**config.mk**
```make
export PLATFORM = sky130hd
export DESIGN_NAME = i2c_reg_writer
export DESIGN_NICKNAME = d
export VERILOG_FILES = /design/src/rtl/i2c_pkg.sv /design/src/rtl/i2c_tick_gen.sv /design/src/rtl/i2c_reg_writer.sv
export SDC_FILE = /design/constraint.sdc
export NUM_CORES = 1
export LEC_CHECK = 0
export CORE_MARGIN = 2
export CORE_UTILIZATION = 50
export DETAILED_ROUTE_END_ITERATION = 8
export PLACE_DENSITY = 0.74
export SYNTH_ARGS = -nofsm -noshare
export SYNTH_HDL_FRONTEND = slang
export SYNTH_SLANG_ARGS = --single-unit
```
**constraint.sdc**
```tcl
create_clock -name clk -period 1.6 [get_ports clk]
set_clock_uncertainty 0.1 [all_clocks]
set_input_delay 0.24 -clock clk [delete_from_list [all_inputs] [get_ports clk]]
set_output_delay 0.24 -clock clk [all_outputs]
set_load 0.02 [all_outputs]
```
**src/rtl/i2c_pkg.sv**
```systemverilog
// Shared types and constants for the write-only I2C register master.
package i2c_pkg;

    typedef enum logic [3:0] {
        IDLE, START, ADDR, ACK1, REG, ACK2, DATA, ACK3, STOP
    } state_t;

    localparam logic [1:0] Q0 = 2'd0;
    localparam logic [1:0] Q1 = 2'd1;
    localparam logic [1:0] Q2 = 2'd2;
    localparam logic [1:0] Q3 = 2'd3;

    localparam logic I2C_WR = 1'b0;
    localparam logic I2C_RD = 1'b1;

    function automatic logic is_ack(state_t s);
        return (s == ACK1) || (s == ACK2) || (s == ACK3);
    endfunction

    function automatic logic is_byte(state_t s);
        return (s == ADDR) || (s == REG) || (s == DATA);
    endfunction

endpackage

```
**src/rtl/i2c_tick_gen.sv**
```systemverilog
// Quarter-period strobe: one-cycle pulse every CLK_DIV clocks while en is high.
module i2c_tick_gen #(
    parameter int CLK_DIV = 250
) (
    input  logic clk,
    input  logic reset,
    input  logic en,
    output logic tick
);

    localparam int CW = (CLK_DIV > 1) ? $clog2(CLK_DIV) : 1;
    localparam logic [CW-1:0] LAST = CW'(CLK_DIV - 1);

    logic [CW-1:0] cnt;

    // Held at zero while idle so every transaction starts on a full quarter.
    always_ff @(posedge clk) begin
        if (reset || !en)
            cnt <= '0;
        else if (cnt == LAST)
            cnt <= '0;
        else
            cnt <= cnt + CW'(1);
    end

    assign tick = en && (cnt == LAST);

endmodule

```
**src/rtl/i2c_reg_writer.sv**
```systemverilog
// Single-master, write-only I2C: START / addr+W / reg / data / STOP, each byte ACK-checked.
module i2c_reg_writer
    import i2c_pkg::*;
#(
    parameter int         CLK_FREQ = 100_000_000,
    parameter int         I2C_FREQ = 100_000,
    parameter logic [6:0] SLV_ADDR = 7'h2A
) (
    input  logic       clk,
    input  logic       reset,
    input  logic       start,
    input  logic [7:0] reg_addr,
    input  logic [7:0] wdata,
    output logic       busy,
    output logic       done,
    output logic       ack_err,
    output logic       scl,
    output logic       sda_oe,
    input  logic       sda_in
);

    localparam int CLK_DIV = CLK_FREQ / (4 * I2C_FREQ);

    state_t     state, state_nxt;
    logic [1:0] qtr;
    logic [2:0] bit_cnt;
    logic [7:0] shreg, reg_q, data_q;
    logic       tick, accept, bit_end, byte_end, ack_smp;

    i2c_tick_gen #(.CLK_DIV(CLK_DIV)) u_tick (
        .clk   (clk),
        .reset (reset),
        .en    (busy),
        .tick  (tick)
    );

    assign busy     = (state != IDLE);
    // The done cycle is excluded so back-to-back requests get one idle cycle.
    assign accept   = start && !busy && !done;
    assign bit_end  = tick && (qtr == Q3);
    assign byte_end = bit_end && (bit_cnt == 3'd7);
    assign ack_smp  = tick && (qtr == Q1) && is_ack(state);

    always_ff @(posedge clk) begin
        if (reset)
            state <= IDLE;
        else
            state <= state_nxt;
    end

    always_comb begin
        state_nxt = state;
        unique case (state)
            IDLE:  if (accept)   state_nxt = START;
            START: if (bit_end)  state_nxt = ADDR;
            ADDR:  if (byte_end) state_nxt = ACK1;
            ACK1:  if (bit_end)  state_nxt = ack_err ? STOP : REG;
            REG:   if (byte_end) state_nxt = ACK2;
            ACK2:  if (bit_end)  state_nxt = ack_err ? STOP : DATA;
            DATA:  if (byte_end) state_nxt = ACK3;
            ACK3:  if (bit_end)  state_nxt = STOP;
            STOP:  if (bit_end)  state_nxt = IDLE;
            default:             state_nxt = IDLE;
        endcase
    end

    always_comb begin
        scl    = 1'b1;
        sda_oe = 1'b0;
        unique case (state)
            IDLE: ;
            START: begin
                scl    = (qtr != Q3);
                sda_oe = (qtr == Q2) || (qtr == Q3);
            end
            ADDR, REG, DATA: begin
                scl    = (qtr == Q1) || (qtr == Q2);
                sda_oe = !shreg[7];
            end
            ACK1, ACK2, ACK3: begin
                scl    = (qtr == Q1) || (qtr == Q2);
            end
            STOP: begin
                scl    = (qtr != Q0);
                sda_oe = (qtr == Q0) || (qtr == Q1);
            end
            default: ;
        endcase
    end

    // Shift happens at the end of Q3, so SDA moves at the start of the next Q0.
    always_ff @(posedge clk) begin
        if (reset) begin
            qtr     <= Q0;
            bit_cnt <= 3'd0;
            shreg   <= 8'd0;
            reg_q   <= 8'd0;
            data_q  <= 8'd0;
            done    <= 1'b0;
            ack_err <= 1'b0;
        end else begin
            done <= (state == STOP) && bit_end;
            if (accept) begin
                reg_q   <= reg_addr;
                data_q  <= wdata;
                shreg   <= {SLV_ADDR, I2C_WR};
                ack_err <= 1'b0;
                qtr     <= Q0;
                bit_cnt <= 3'd0;
            end else begin
                if (tick)
                    qtr <= qtr + 2'd1;
                if (ack_smp && sda_in)
                    ack_err <= 1'b1;
                if (bit_end && is_byte(state)) begin
                    shreg   <= {shreg[6:0], 1'b0};
                    bit_cnt <= bit_cnt + 3'd1;
                end
                if (bit_end && state == ACK1)
                    shreg <= reg_q;
                if (bit_end && state == ACK2)
                    shreg <= data_q;
            end
        end
    end

endmodule

```
==> results of run 1 <==
==> cell type report <==
cell class | count | area share, %
clock buffer | 6 | 2.89
multi-input combinational | 183 | 43.9
inverter | 8 | 0.925
tap | 50 | 1.93
timing repair buffer | 79 | 22.9
clock inverter | 2 | 0.424
sequential | 43 | 27.0
==> critical path: stages, from the launching register on <==
cell and delay [ns]:
dfxtp_2 0.36, buf_6 0.12, ha_4 0.16, and4_1 0.27, nand4_1 0.29, a21o_1 0.27
o32ai_1 0.30
==> cells in the final DEF (no fill, tap or decap), types with 5 or more instances in the layout <==
cell type / instances
dfxtp_1: 36
a21oi_2: 14
clkdlybuf4s50_1: 19
a22o_1: 5
nand2_4: 6
inv_1: 5
a21oi_1: 10
nor2_1: 23
nand2_1: 34
buf_4: 44
clkbuf_8: 5
nand3_1: 5
buf_6: 7
==> routing by layer <==
layer  vias to the layer above  GRT usage [%]  routed length, um
li1                       1014              -                  -
met1                      1035           31.0               2670
met2                       100           39.2               3380
met3                        26           4.87                387
met4                         0           8.82                252
met5                         -              0                  0
==> state kept, by name, indices dropped and copies added, names as in the netlist <==
name,count
qtr,2
state,4
done,1
bit_cnt,3
reg_q,8
shreg,8
u_tick.cnt,8
ack_err,1
data_q,8
==> repair_timing <==
item                                    4_1_cts  5_1_grt
pin swaps                                    10       19
endpoints found under the hold margin         0        0
buffers inserted                              2        7
resized for setup                            37       50
cloned                                        0        2
endpoints found under the setup margin       43       46
hold buffers                                  0        0
==> kinds of logic (layout without fill, tap and decap cells) <==
logic type               count (synthesis)  count (layout)
flip-flops                              43              43
adder cells (fa/ha/maj)                  8               8
AND/OR/NAND/NOR                        104             104
AO/OA/AOI/OAI                           60              60
multiplexers                             3               3
buffers and inverters                   25              95
XOR/XNOR                                 8               8
==> power breakdown <==
part           switching (mW)  leakage (nW)  total (mW)  internal, mW
combinational           0.163         0.924       0.338         0.176
sequential             0.0317         0.354        1.14          1.11
clock                   0.394        0.0563       0.796         0.402
==> through the flow <==
stage	area (um^2)	hold slack (ns)	setup WS (ns)	power, mW	util, %
after detailed placement	2730	0.344	-0.427	1.42	67.8
after CTS	2950	0.355	-0.278	2.21	73.1
after global placement	2730	0.342	-0.364	1.42	67.8
final	3250	0.353	-0.380	2.27	80.6
after floorplan	2170	0.276	-0.157	1.28	-
after global routing	3250	0.380	-0.427	2.35	80.6
==> final timing paths <==
check	endpoint	slack, ns	cells past startpoint
worst min register to register	data_q[4]	0.35	2
worst max-delay path	shreg[2]	-0.38	6
worst max register to register	shreg[2]	-0.38	6
worst min-delay path	data_q[4]	0.35	2
==> results.md, run 1 <==
* N_diodes at 0
* First drt pass iteration count at 4
* Critical path startpoint: qtr[1]
* Post-synth EDFFs at 0
* Synth cell types at between 40 and 50
* Sequential share of the synthesized area at approximately two fifths
* Worst setup EP type: flop
* Final Hold Fails at 0
* Rows at 23
* Adder-Cell Fraction of Synth Area at 4.75%
* Critical Path RT at between 1.5 and 2 ns
* Pwr dens at about 700 nW/um^2
* Prevailing post-synth register cell: dfxtp_1
* Post-Route Setup TNS at -4.26 ns
* Placed insts at about 350
* Post-synthesis net count at about 280
* Skew-Pair Late Insertion Delay at 0.30 ns
* Final max-slew violation count at 0
* Compound-Gate Fraction of Synth Area at 19.8%
* Die X at between 60 and 70 um
* Peak Freq at 0.505 GHz
* Final min period at just under 2 ns
* Post-route ant nets at 0
* Final setup vio count at 26
* DR iter-0 viols at 205
* Failing checks: negative setup slack
* Slew HR at about two thirds
* Critical Path AT at between 2 and 2.5 ns
* Post-Synthesis Cells at 251
* Combinational family with the most area after synthesis: simple AND/OR/NAND/NOR gates
* Yosys warnings at 0
* Cts bufs inserted at 5
* Post-DP HPWL at about 3800 um
* Worst slew pin tran at between 0.4 and 0.5 ns
* Routability Congestion at between 0.8 and 0.9
* Initial antenna violation count at 0
* Hold crit path type: reg2reg
* # fillers at approximately 250
* Maximum VDD drop at 0.731 mV
* Startpoint Class: flop
* Sink Count at 43
* Dominant cell type by area after synthesis: dfxtp_1
* DR vias/cell at roughly 5.9
* Multi-input logic area at approximately 1400 um^2
* Post-synthesis register bit count at between 40 and 50
* Synthesis-to-layout area growth at 54.1%
* RSZ-0062 raised after global routing: true
* Most instantiated cells after synthesis: dfxtp_1 (43), nand2_1 (43), nor2_1 (25)
* Setup ws final at -0.380 ns
* Number of global-route vias before repair at around 1800
* Final period util at 124%
* Asr flop ratio synth at 0%
* Routed via count at ~2200
* GRT overflow at 0
* Root Buffer: clkbuf_8
* Avg Inst Size Synth at around 8.4 um^2
* Hold Path Origin: data_q[4]
* Drt wl/cell at ~18 um
* Status: complete, but fails checks
* Xor/xnor cell area share of the yosys netlist at 3.33%
* First-pass GRT wire length at approximately 8400 um
* CTS tree: done
* Total GRT Usage at about a quarter
* Die area at around 4700 um^2
* # Max-Cap Violations at 0
* Setup CP Type: reg2reg
* Top cells by area, synth: dfxtp_1 (41%), nand2_1 (7.7%), a21oi_1 (5.7%)
* P_leak at roughly 1.3 nW
* Clock Path Buffers at 2
* Chip height at between 60 and 70 um
* Initial Util at 52.3%
* # DRC at 0
* Synthesized area at around 2100 um^2
* Core box area at 4030 um^2
* Post-synth top area share at about two fifths
* Simple-gate share of the synthesized area at roughly 24%
* Final wirelength at ~6700 um
* CP Max Fanout at 6
* Largest net degree at the start of global routing at 20
* Layout Nets at 348
* Fraction of layout cells with a size suffix above 1 at between 30% and 40%
* Port bufs at 24
* Finished Layout Cells at 371
* RR Startpoint: qtr[1]
* Multiplexer share of the synthesized area at 1.43%
* Register area at about 880 um^2
* Clk slew on worst S/H paths at approximately 0.09 ns
* H-tree depth at 2
* I/O Pins at 25
No activity file was read; power rests on OpenSTA's default activity.
==> run 2: changes to the inputs <==
--- a/config.mk
+++ b/config.mk
@@ -7,6 +7,7 @@
 export LEC_CHECK = 0
 export CORE_MARGIN = 2
 export CORE_UTILIZATION = 50
+export CTS_CLUSTER_SIZE = 24
 export DETAILED_ROUTE_END_ITERATION = 8
 export PLACE_DENSITY = 0.74
 export SYNTH_ARGS = -nofsm -noshare
==> results of run 2 <==
No change in the layout: final DEF, timing and power equal those of run 1.
